--- src/rtl/mem_access_ctrl_pkg.sv ---
// Shared encodings for the memory access controller: FSM states, access
// size codes, requester ids and the alignment rule.
package mem_access_ctrl_pkg;

  typedef enum logic [1:0] {
    ST_IDLE = 2'b00,
    ST_BUSY = 2'b01,
    ST_DONE = 2'b10
  } state_t;

  localparam logic [1:0] SZ_BYTE = 2'b00;
  localparam logic [1:0] SZ_HALF = 2'b01;
  localparam logic [1:0] SZ_WORD = 2'b10;

  typedef enum logic {
    REQ_FETCH = 1'b0,
    REQ_LS    = 1'b1
  } req_id_t;

  // Reserved size 2'b11 is treated as a fault, like a misaligned address.
  function automatic logic is_misaligned(input logic [1:0] size,
                                         input logic [1:0] addr_lo);
    logic bad;
    case (size)
      SZ_BYTE: bad = 1'b0;
      SZ_HALF: bad = addr_lo[0];
      SZ_WORD: bad = (addr_lo != 2'b00);
      default: bad = 1'b1;
    endcase
    return bad;
  endfunction

endpackage

--- src/rtl/mem_access_ctrl_if.sv ---
// Requester and memory-side signals of the access controller, bundled so the
// controller sees them through the slave modport.
interface mem_access_ctrl_if;
  logic        if_req;
  logic [31:0] if_addr;
  logic        ls_req;
  logic        ls_rw;
  logic [1:0]  ls_size;
  logic [31:0] ls_addr;
  logic [31:0] ls_wdata;
  logic        mem_mfc;
  logic [31:0] mem_rdata;
  logic        mem_mov;
  logic        mem_rw;
  logic [1:0]  mem_size;
  logic [31:0] mem_addr;
  logic [31:0] mem_wdata;
  logic        if_gnt;
  logic        ls_gnt;
  logic        if_done;
  logic        ls_done;
  logic [31:0] rdata;
  logic        err;

  modport slave (
    input  if_req, if_addr, ls_req, ls_rw, ls_size, ls_addr, ls_wdata,
           mem_mfc, mem_rdata,
    output mem_mov, mem_rw, mem_size, mem_addr, mem_wdata,
           if_gnt, ls_gnt, if_done, ls_done, rdata, err
  );

  modport master (
    output if_req, if_addr, ls_req, ls_rw, ls_size, ls_addr, ls_wdata,
           mem_mfc, mem_rdata,
    input  mem_mov, mem_rw, mem_size, mem_addr, mem_wdata,
           if_gnt, ls_gnt, if_done, ls_done, rdata, err
  );
endinterface

--- src/rtl/mem_access_ctrl_arbiter.sv ---
// Fetch vs load/store priority with an anti-starvation counter: load/store
// wins ties until fetch has been passed over STARVE_LIM times in a row.
module mem_arbiter
  import mem_access_ctrl_pkg::*;
#(
  parameter int STARVE_LIM = 4
) (
  input  logic    clk,
  input  logic    rst,
  input  logic    i_en,
  input  logic    i_if_req,
  input  logic    i_ls_req,
  output logic    o_gnt_vld,
  output req_id_t o_winner
);

  localparam int SW = $clog2(STARVE_LIM + 1);

  logic [SW-1:0] r_starve_cnt;
  logic          w_starved;

  assign w_starved = (r_starve_cnt == SW'(STARVE_LIM));

  always_comb begin
    o_gnt_vld = i_en & (i_if_req | i_ls_req);
    o_winner  = (i_ls_req && !(i_if_req && w_starved)) ? REQ_LS : REQ_FETCH;
  end

  // Only passes over a waiting fetch count; an uncontested ls grant clears.
  always_ff @(posedge clk or posedge rst) begin
    if (rst) begin
      r_starve_cnt <= '0;
    end else if (o_gnt_vld) begin
      if (o_winner == REQ_FETCH || !i_if_req) begin
        r_starve_cnt <= '0;
      end else if (!w_starved) begin
        r_starve_cnt <= r_starve_cnt + 1'b1;
      end
    end
  end

endmodule

--- src/rtl/mem_access_ctrl.sv ---
// Memory access controller: arbitrates fetch and load/store, checks alignment,
// runs the MOV/MFC handshake with a bounded wait and reports done/err.
module mem_access_ctrl
  import mem_access_ctrl_pkg::*;
#(
  parameter int STARVE_LIM = 4,
  parameter int TIMEOUT    = 15
) (
  input  logic              clk,
  input  logic              rst,
  mem_access_ctrl_if.slave  bus
);

  localparam int TW = $clog2(TIMEOUT + 1);

  state_t        r_state, w_state_nxt;
  logic [TW-1:0] r_tmo_cnt, w_tmo_nxt, w_tmo_inc;
  logic          r_fault;
  req_id_t       r_owner;

  logic          w_arb_en, w_gnt_vld, w_grant, w_misal, w_err_nxt, w_cap;
  req_id_t       w_winner;
  logic [31:0]   w_sel_addr, w_sel_wdata;
  logic          w_sel_rw;
  logic [1:0]    w_sel_size;

  logic          r_mem_mov, r_mem_rw, r_if_gnt, r_ls_gnt, r_if_done, r_ls_done, r_err;
  logic [1:0]    r_mem_size;
  logic [31:0]   r_mem_addr, r_mem_wdata, r_rdata;

  // A faulted grant spends its gnt cycle in IDLE with arbitration frozen.
  assign w_arb_en = (r_state == ST_IDLE) && !r_fault;

  mem_arbiter #(.STARVE_LIM(STARVE_LIM)) u_arb (
    .clk       (clk),
    .rst       (rst),
    .i_en      (w_arb_en),
    .i_if_req  (bus.if_req),
    .i_ls_req  (bus.ls_req),
    .o_gnt_vld (w_gnt_vld),
    .o_winner  (w_winner)
  );

  always_comb begin
    if (w_winner == REQ_FETCH) begin
      w_sel_addr  = bus.if_addr;
      w_sel_rw    = 1'b1;
      w_sel_size  = SZ_WORD;
      w_sel_wdata = '0;
    end else begin
      w_sel_addr  = bus.ls_addr;
      w_sel_rw    = bus.ls_rw;
      w_sel_size  = bus.ls_size;
      w_sel_wdata = bus.ls_wdata;
    end
    w_misal   = is_misaligned(w_sel_size, w_sel_addr[1:0]);
    w_tmo_inc = r_tmo_cnt + 1'b1;
  end

  always_comb begin
    w_state_nxt = r_state;
    w_tmo_nxt   = r_tmo_cnt;
    w_grant     = 1'b0;
    w_err_nxt   = 1'b0;
    w_cap       = 1'b0;
    case (r_state)
      ST_IDLE: begin
        if (r_fault) begin
          w_state_nxt = ST_DONE;
          w_err_nxt   = 1'b1;
        end else if (w_gnt_vld) begin
          w_grant     = 1'b1;
          w_state_nxt = w_misal ? ST_IDLE : ST_BUSY;
        end
      end
      ST_BUSY: begin
        if (bus.mem_mfc) begin
          w_state_nxt = ST_DONE;
          w_cap       = r_mem_rw;
        end else if (w_tmo_inc == TW'(TIMEOUT)) begin
          w_state_nxt = ST_DONE;
          w_err_nxt   = 1'b1;
        end else begin
          w_tmo_nxt   = w_tmo_inc;
        end
      end
      ST_DONE: begin
        w_state_nxt = ST_IDLE;
        w_tmo_nxt   = '0;
      end
      default: begin
        w_state_nxt = ST_IDLE;
        w_tmo_nxt   = '0;
      end
    endcase
  end

  always_ff @(posedge clk or posedge rst) begin
    if (rst) begin
      r_state   <= ST_IDLE;
      r_tmo_cnt <= '0;
      r_fault   <= 1'b0;
      r_owner   <= REQ_FETCH;
    end else begin
      r_state   <= w_state_nxt;
      r_tmo_cnt <= w_tmo_nxt;
      r_fault   <= w_grant & w_misal;
      if (w_grant) r_owner <= w_winner;
    end
  end

  // Every output is a register; done/err/mov are decoded from the next state.
  always_ff @(posedge clk or posedge rst) begin
    if (rst) begin
      r_mem_mov   <= 1'b0;
      r_mem_rw    <= 1'b0;
      r_mem_size  <= '0;
      r_mem_addr  <= '0;
      r_mem_wdata <= '0;
      r_if_gnt    <= 1'b0;
      r_ls_gnt    <= 1'b0;
      r_if_done   <= 1'b0;
      r_ls_done   <= 1'b0;
      r_err       <= 1'b0;
      r_rdata     <= '0;
    end else begin
      r_mem_mov <= (w_state_nxt == ST_BUSY);
      r_if_gnt  <= w_grant && (w_winner == REQ_FETCH);
      r_ls_gnt  <= w_grant && (w_winner == REQ_LS);
      r_if_done <= (w_state_nxt == ST_DONE) && (r_owner == REQ_FETCH);
      r_ls_done <= (w_state_nxt == ST_DONE) && (r_owner == REQ_LS);
      r_err     <= (w_state_nxt == ST_DONE) && w_err_nxt;
      if (w_grant) begin
        r_mem_addr  <= w_sel_addr;
        r_mem_rw    <= w_sel_rw;
        r_mem_size  <= w_sel_size;
        r_mem_wdata <= w_sel_wdata;
      end
      if (w_cap) r_rdata <= bus.mem_rdata;
    end
  end

  assign bus.mem_mov   = r_mem_mov;
  assign bus.mem_rw    = r_mem_rw;
  assign bus.mem_size  = r_mem_size;
  assign bus.mem_addr  = r_mem_addr;
  assign bus.mem_wdata = r_mem_wdata;
  assign bus.if_gnt    = r_if_gnt;
  assign bus.ls_gnt    = r_ls_gnt;
  assign bus.if_done   = r_if_done;
  assign bus.ls_done   = r_ls_done;
  assign bus.err       = r_err;
  assign bus.rdata     = r_rdata;

endmodule

--- src/flat_wrapper.sv ---
// flat-port wrapper written by rule: the top's interface ports become plain ports
module mem_access_ctrl_flat import mem_access_ctrl_pkg::*;
#(
  parameter int STARVE_LIM = 4,
  parameter int TIMEOUT    = 15
)
  (clk, rst, bus_if_req, bus_if_addr, bus_ls_req, bus_ls_rw, bus_ls_size, bus_ls_addr, bus_ls_wdata, bus_mem_mfc, bus_mem_rdata, bus_mem_mov, bus_mem_rw, bus_mem_size, bus_mem_addr, bus_mem_wdata, bus_if_gnt, bus_ls_gnt, bus_if_done, bus_ls_done, bus_rdata, bus_err);
  mem_access_ctrl_if bus_i ();
  input  logic clk;
  input  logic rst;
  input wire logic [$bits(bus_i.if_req)-1:0] bus_if_req;
  input wire logic [$bits(bus_i.if_addr)-1:0] bus_if_addr;
  input wire logic [$bits(bus_i.ls_req)-1:0] bus_ls_req;
  input wire logic [$bits(bus_i.ls_rw)-1:0] bus_ls_rw;
  input wire logic [$bits(bus_i.ls_size)-1:0] bus_ls_size;
  input wire logic [$bits(bus_i.ls_addr)-1:0] bus_ls_addr;
  input wire logic [$bits(bus_i.ls_wdata)-1:0] bus_ls_wdata;
  input wire logic [$bits(bus_i.mem_mfc)-1:0] bus_mem_mfc;
  input wire logic [$bits(bus_i.mem_rdata)-1:0] bus_mem_rdata;
  output wire logic [$bits(bus_i.mem_mov)-1:0] bus_mem_mov;
  output wire logic [$bits(bus_i.mem_rw)-1:0] bus_mem_rw;
  output wire logic [$bits(bus_i.mem_size)-1:0] bus_mem_size;
  output wire logic [$bits(bus_i.mem_addr)-1:0] bus_mem_addr;
  output wire logic [$bits(bus_i.mem_wdata)-1:0] bus_mem_wdata;
  output wire logic [$bits(bus_i.if_gnt)-1:0] bus_if_gnt;
  output wire logic [$bits(bus_i.ls_gnt)-1:0] bus_ls_gnt;
  output wire logic [$bits(bus_i.if_done)-1:0] bus_if_done;
  output wire logic [$bits(bus_i.ls_done)-1:0] bus_ls_done;
  output wire logic [$bits(bus_i.rdata)-1:0] bus_rdata;
  output wire logic [$bits(bus_i.err)-1:0] bus_err;
  assign bus_i.if_req = bus_if_req;
  assign bus_i.if_addr = bus_if_addr;
  assign bus_i.ls_req = bus_ls_req;
  assign bus_i.ls_rw = bus_ls_rw;
  assign bus_i.ls_size = bus_ls_size;
  assign bus_i.ls_addr = bus_ls_addr;
  assign bus_i.ls_wdata = bus_ls_wdata;
  assign bus_i.mem_mfc = bus_mem_mfc;
  assign bus_i.mem_rdata = bus_mem_rdata;
  assign bus_mem_mov = bus_i.mem_mov;
  assign bus_mem_rw = bus_i.mem_rw;
  assign bus_mem_size = bus_i.mem_size;
  assign bus_mem_addr = bus_i.mem_addr;
  assign bus_mem_wdata = bus_i.mem_wdata;
  assign bus_if_gnt = bus_i.if_gnt;
  assign bus_ls_gnt = bus_i.ls_gnt;
  assign bus_if_done = bus_i.if_done;
  assign bus_ls_done = bus_i.ls_done;
  assign bus_rdata = bus_i.rdata;
  assign bus_err = bus_i.err;
  mem_access_ctrl #(.STARVE_LIM(STARVE_LIM), .TIMEOUT(TIMEOUT)) u_core (.clk(clk), .rst(rst), .bus(bus_i));
endmodule
--- config.mk ---
export PLATFORM = sky130hd
export DESIGN_NAME = mem_access_ctrl_flat
export DESIGN_NICKNAME = d
export VERILOG_FILES = /design/src/rtl/mem_access_ctrl_pkg.sv /design/src/rtl/mem_access_ctrl_if.sv /design/src/rtl/mem_access_ctrl_arbiter.sv /design/src/rtl/mem_access_ctrl.sv /design/src/flat_wrapper.sv
export SDC_FILE = /design/constraint.sdc
export NUM_CORES = 1
export LEC_CHECK = 0
export ABC_CLOCK_PERIOD_IN_PS = 7100
export BUFFER_PORTS_ARGS = -buffer_cell sky130_fd_sc_hd__buf_2
export CAP_MARGIN = 20
export CORE_MARGIN = 3
export CORE_UTILIZATION = 49
export CTS_CLUSTER_SIZE = 8
export DETAILED_ROUTE_END_ITERATION = 8
export PLACE_DENSITY = 0.95
export REMOVE_ABC_BUFFERS = 1
export SLEW_MARGIN = 20
export SYNTH_ARGS = -nofsm -noshare
export SYNTH_HDL_FRONTEND = slang
export SYNTH_SLANG_ARGS = --single-unit
--- constraint.sdc ---
create_clock -name clk -period 7.1 [get_ports clk]
set_input_delay 0.355 -clock clk [delete_from_list [all_inputs] [get_ports clk]]
set_output_delay 0.355 -clock clk [all_outputs]
set_load 0.005 [all_outputs]
Yosys cells after proc, flatten, opt, wreduce, memory -nomap -nowiden. Index checks and enable logic that the tools add are counted.

Register bits: 116. Bits of input ports: 136. Output and inout bits: 105. Word-level logic and storage cells: 77.

Add/sub/neg operators: 2. Eq/ne operators: 10. Multiplexer cells: 26. Bitwise gates (word level): 6. Reduce and logical (&&, ||, !) cells: 17.

Operator list (count): $mux 32 (2); $mux 1 (11); $mux 2 (5); $logic_and 1x1->1 (8); $mux 4 (2); $pmux 4 s2 (1); $eq 2x1->1 const B (3); $mux 3 (2); $add 4x1->4 const B (1); $eq 2x2->1 const B (2); $eq 4x4->1 const B (1); $logic_not 2->1 (2); $ne 2x2->1 const B (2); $pmux 2 s2 (1); $add 3x1->3 const B (1); $eq 3x3->1 const B (1); $logic_not 1->1 (3); $not 1->1 (3); $pmux 1 s3 (1); $reduce_and 3->1 (1); $and 1x1->1 (2); $ne 2x1->1 const B (1); $pmux 1 s2 (1); $reduce_and 2->1 (1); other kinds (3) (3).

Longest topological paths before layout.
Depth in word-level cells: 14. Gate-level depth with buffers: 9.

Cells and area by module. Synthesis repeated with hierarchy kept, for this count alone.

Cell total of the unflattened synthesis: 446. Area, all modules: 4904.7 um^2.

By module, submodules not included: mem_access_ctrl (instances 1, cells an instance 425, area an instance 4720.8 um^2); mem_arbiter (instances 1, cells an instance 21, area an instance 183.9 um^2).

Worst setup path before layout. Ideal clock, no wire load.

Path kind: reg-to-reg. Start: register u_core.r_tmo_cnt[0]. End: register u_core.r_tmo_cnt[0]. Setup time: 0.125 ns. Arrival time: 1.471 ns. Required time: 6.975 ns. Slack: 5.504 ns. Stages on the path, launching flop included: 6. Buffers on the path: 0. Cells stage by stage: dfrtp_1 -> inv_1 -> ha_1 -> a31o_2 -> a31oi_4 -> mux2_2.

Longest elaborated chain between the ends: 4.

RTL lines: start: declaration (RTL line mem_access_ctrl.sv:17) `logic [TW-1:0] r_tmo_cnt, w_tmo_nxt, w_tmo_inc;`; start signal: assignment (RTL line mem_access_ctrl.sv:106) `r_tmo_cnt <= w_tmo_nxt;`; $add 4x1->4 (*) (RTL line mem_access_ctrl.sv:57) `w_tmo_inc = r_tmo_cnt + 1'b1;`; $eq 4x4->1 or $mux 4 (tied branches) (RTL line mem_access_ctrl.sv:80) `end else if (w_tmo_inc == TW'(TIMEOUT)) begin`; $ne 2x2->1 (no line) or $mux 4 (tied branches); $reduce_and 3->1 (no line) or $pmux 4 s2 (tied branches).

Mark *: on every way between the ends. The rest lies on a longest branch, timed or not. The select of a mux whose other input is x is not followed. A chain may end at the register's enable or synchronous reset.

Final worst setup path.
Start: register u_core.r_state[1]. End: register u_core.r_mem_addr[7] (netlist: u_core.bus.mem_addr[7]).

Longest elaborated chain between the ends: 6.

RTL lines: start: declaration (RTL line mem_access_ctrl.sv:16) `state_t r_state, w_state_nxt;`; start signal: assignment (RTL line mem_access_ctrl.sv:105) `r_state <= w_state_nxt;`; $logic_not 2->1 (*) (RTL line mem_access_ctrl.sv:32, mem_access_ctrl.sv:66); $logic_and 1x1->1 (RTL line mem_access_ctrl.sv:32) `assign w_arb_en = (r_state == ST_IDLE) && !r_fault;`; $and 1x1->1 (RTL line mem_access_ctrl_arbiter.sv:25) `o_gnt_vld = i_en & (i_if_req | i_ls_req);`; $mux 1 (RTL line mem_access_ctrl.sv:71) `end else if (w_gnt_vld) begin`; $mux 1 (RTL line mem_access_ctrl.sv:68) `if (r_fault) begin`; $mux 1 (*) (RTL line mem_access_ctrl.sv:66) `case (r_state)`; end signal: assignment (RTL line mem_access_ctrl.sv:134) `r_mem_addr <= w_sel_addr;`; end: declaration (RTL line mem_access_ctrl.sv:29) `logic [31:0] r_mem_addr, r_mem_wdata, r_rdata;`.

Mark *: on every way between the ends. The rest lies on a longest branch, timed or not.

==> metrics <==
synth warn 0; status complete, no violations; DRC viols 0; top_reg_cell synth dfrtp_1; Vias/cell 5.11; initial antenna violation count 0; power per cell area 448 nW/µm²; Setup Viol. Count Final 0; Die H 103 µm; Power Internal 1.98 mW; Die W 103 µm; clock skew after layout 14.3 ps; Max-Cap Viols 0; register area 2900 µm²; period utilization 0.274; Starting Density 0.517; Leak 3.49 nW; Gate power share 0.339; Core Footprint 8980 µm²; WHS 55.4 ps; Sw Share 0.323; footprint of the multi-input gates 1610 µm²; top-count cell post-synth dfrtp_1; row count 34; Final Hold Fails 0; hpwl dp 9210 µm; worst vdd ir 0.238 mV; Clk network pwr share 0.275; Area contributors post-synth dfrtp_1 63%, mux2_2 8.3%, a22o_1 6.8%; placed cell area 5940 µm²; critical path required time 7530 ps; share of cells above drive strength 1 0.500; Root Driver clkbuf_8; antenna-violating nets left 0; final global-route overflow total 0; Peak Freq 515 MHz; largest net degree at the start of global routing 84; CTS tree built; total wire length 12700 µm; number of flops mapped to enable cells by yosys 0; fill count 582; global-route usage over all layers 0.234; per-cell routed wire length 16.7 µm; placed insts 725; H-tree Lvls 4; Setup TNS Final 0 ps; Final Critical Period 1940 ps; Clk Latency, worst-skew pair 490 ps; unrepaired setup endpoints after global routing no; Synth Instances 376; number of global-route vias before repair 3911; Netlist Area Pre-Place 4640 µm²; Flop pwr share 0.385; HP Class in -> reg; Synth area leader dfrtp_1; Overall Power 2.93 mW; slew margin rel. 0.506; flops & latches, synth 116; post_cts resized 0; Initial DRC Count 169; top cell types by occurrence after synthesis 116 x dfrtp_1, 69 x nand2_1, 36 x a22o_1; Seq/Total Area, Yosys 0.626; area share of the leading cell type in the synthesized netlist 0.626; TritonCTS buffer count 17; area of the die 10700 µm²; crit path DAT 2370 ps; first-pass GRT wire length 19100 µm; I/O pins 241; critical path capture point type flop; async set-reset flop share out of synthesis 1.00; worst slew pin tran 740 ps; P&R area growth vs syn 40.9%; number of distinct library cells after synthesis 32; Final Max Slew Viols 0; DR vias 3876; Worst-path clk slew 60 ps; CP startpoint kind flop; port bufs 240; crit-path max FO 46; post-route cell area 6540 µm²; maximum clock path buffer count 2; sw power 0.946 mW; gpl congestion 0.820; Nets 760; CTS sink cnt 116; Cell Count, Final, Fillers Out 759; synthesized area per cell 12.3 µm²; DRT Pass-1 Iters 4; WS Path Type reg -> reg
## critical path, cell delays in order, from the launching register on
cell and delay (ps):
dfrtp_1 480, nor3_2 320, nand3_1 230, inv_2 340, buf_12 270, a22oi_1 130
nand2_1 90
## worst paths after layout
kind / from / to / slack, ps / depth (start not counted)
setup / recovery: u_core.r_state[1] / u_core.bus.mem_addr[7] / 5160 / 6
hold / removal: bus_ls_addr[15] / u_core.bus.mem_addr[15] / 60 / 3
setup reg to reg: u_core.r_state[1] / u_core.bus.mem_addr[7] / 5160 / 6
hold reg to reg: u_core.bus.mem_addr[25] / u_core.bus.mem_addr[25] / 470 / 2
max in group asynchronous: rst / u_core.bus.mem_wdata[1] / 5610 / 4
min in group asynchronous: rst / u_core.bus.mem_wdata[0] / 430 / 3
## flip-flops by register name, indices dropped and copies added, names as in the netlist
register,count
u_core.bus.mem_wdata,32
u_core.u_arb.r_starve_cnt,3
u_core.r_tmo_cnt,4
u_core.bus.mem_mov,1
u_core.bus.if_done,1
u_core.bus.ls_gnt,1
u_core.bus.ls_done,1
u_core.bus.rdata,32
u_core.bus.mem_size,2
u_core.bus.err,1
u_core.bus.if_gnt,1
u_core.bus.mem_rw,1
u_core.r_state,2
u_core.r_owner,1
u_core.r_fault,1
u_core.bus.mem_addr,32
## through the flow
stage / util / setup slack, ps
after global placement: 0.661 / 4910
after global routing: 0.728 / 5000
after CTS: 0.726 / 4830
after detailed placement: 0.661 / 4850
after floorplan: - / 3670
final: 0.729 / 5160
## routing by layer
layer / global-route usage / up-vias / part of all wire
li1: - / 1827 / -
met1: 0.275 / 1835 / 0.37
met2: 0.407 / 196 / 0.53
met3: 0.0744 / 18 / 0.085
met4: 0.0747 / 0 / 0.011
met5: 0 / - / 0
## what timing repair did
action                                  in CTS  in global routing
hold buffers                                 1                  0
endpoints found under the hold margin       33                  0
endpoints found under the setup margin       0                  0
buffers inserted                             0                  0
## cell type report
class                           count  share of cell area
Sequential cell                   116               0.444
Multi-Input combinational cell    230               0.246
Timing Repair Buffer              246               0.193
Clock buffer                       22              0.0708
Tap cell                          126              0.0241
Clock inverter                      9              0.0159
Inverter                            9             0.00555
Antenna cell                        1            0.000383
## power groups by stage
stage | registers (mW) | clock network [mW] | logic [mW]
after global placement | 1.12 | 0 | 0.953
after CTS | 1.13 | 0.816 | 1.00
after detailed placement | 1.13 | 0 | 1.00
after global routing | 1.17 | 0.852 | 1.11
final | 1.13 | 0.806 | 0.995
after floorplan | 1.14 | 0 | 0.499
## layout by cell type (no fill, tap or decap), types with 2 or more instances in the layout
| cell | count |
|---|---|
| buf_2 | 240 |
| dfrtp_1 | 116 |
| nand2_1 | 69 |
| a22o_1 | 36 |
| mux2_2 | 34 |
| a22oi_1 | 30 |
| clkbuf_16 | 16 |
| nor2_1 | 11 |
| inv_1 | 7 |
| o21ai_0 | 6 |
| a21oi_1 | 5 |
| nand3_1 | 4 |
| nor2b_1 | 4 |
| ha_1 | 4 |
| clkbuf_8 | 4 |
| clkinv_2 | 4 |
| mux2i_1 | 3 |
| nand2b_1 | 3 |
| buf_4 | 3 |
| o22a_1 | 2 |
| and3_1 | 2 |
| o21ai_1 | 2 |
| o31ai_1 | 2 |
| nor3_1 | 2 |
| clkbuf_1 | 2 |
| bufinv_16 | 2 |
| clkinvlp_4 | 2 |
## cell families after synthesis
family,count (synthesis),synth area share
AO/OA/AOI/OAI,89,0.152
AND/OR/NAND/NOR,100,0.0911
adder cells (fa/ha/maj),4,0.0108
buffers and inverters,30,0.0318
multiplexers,37,0.0890
flip-flops,116,0.626
Power figures use the tool's default switching activity.
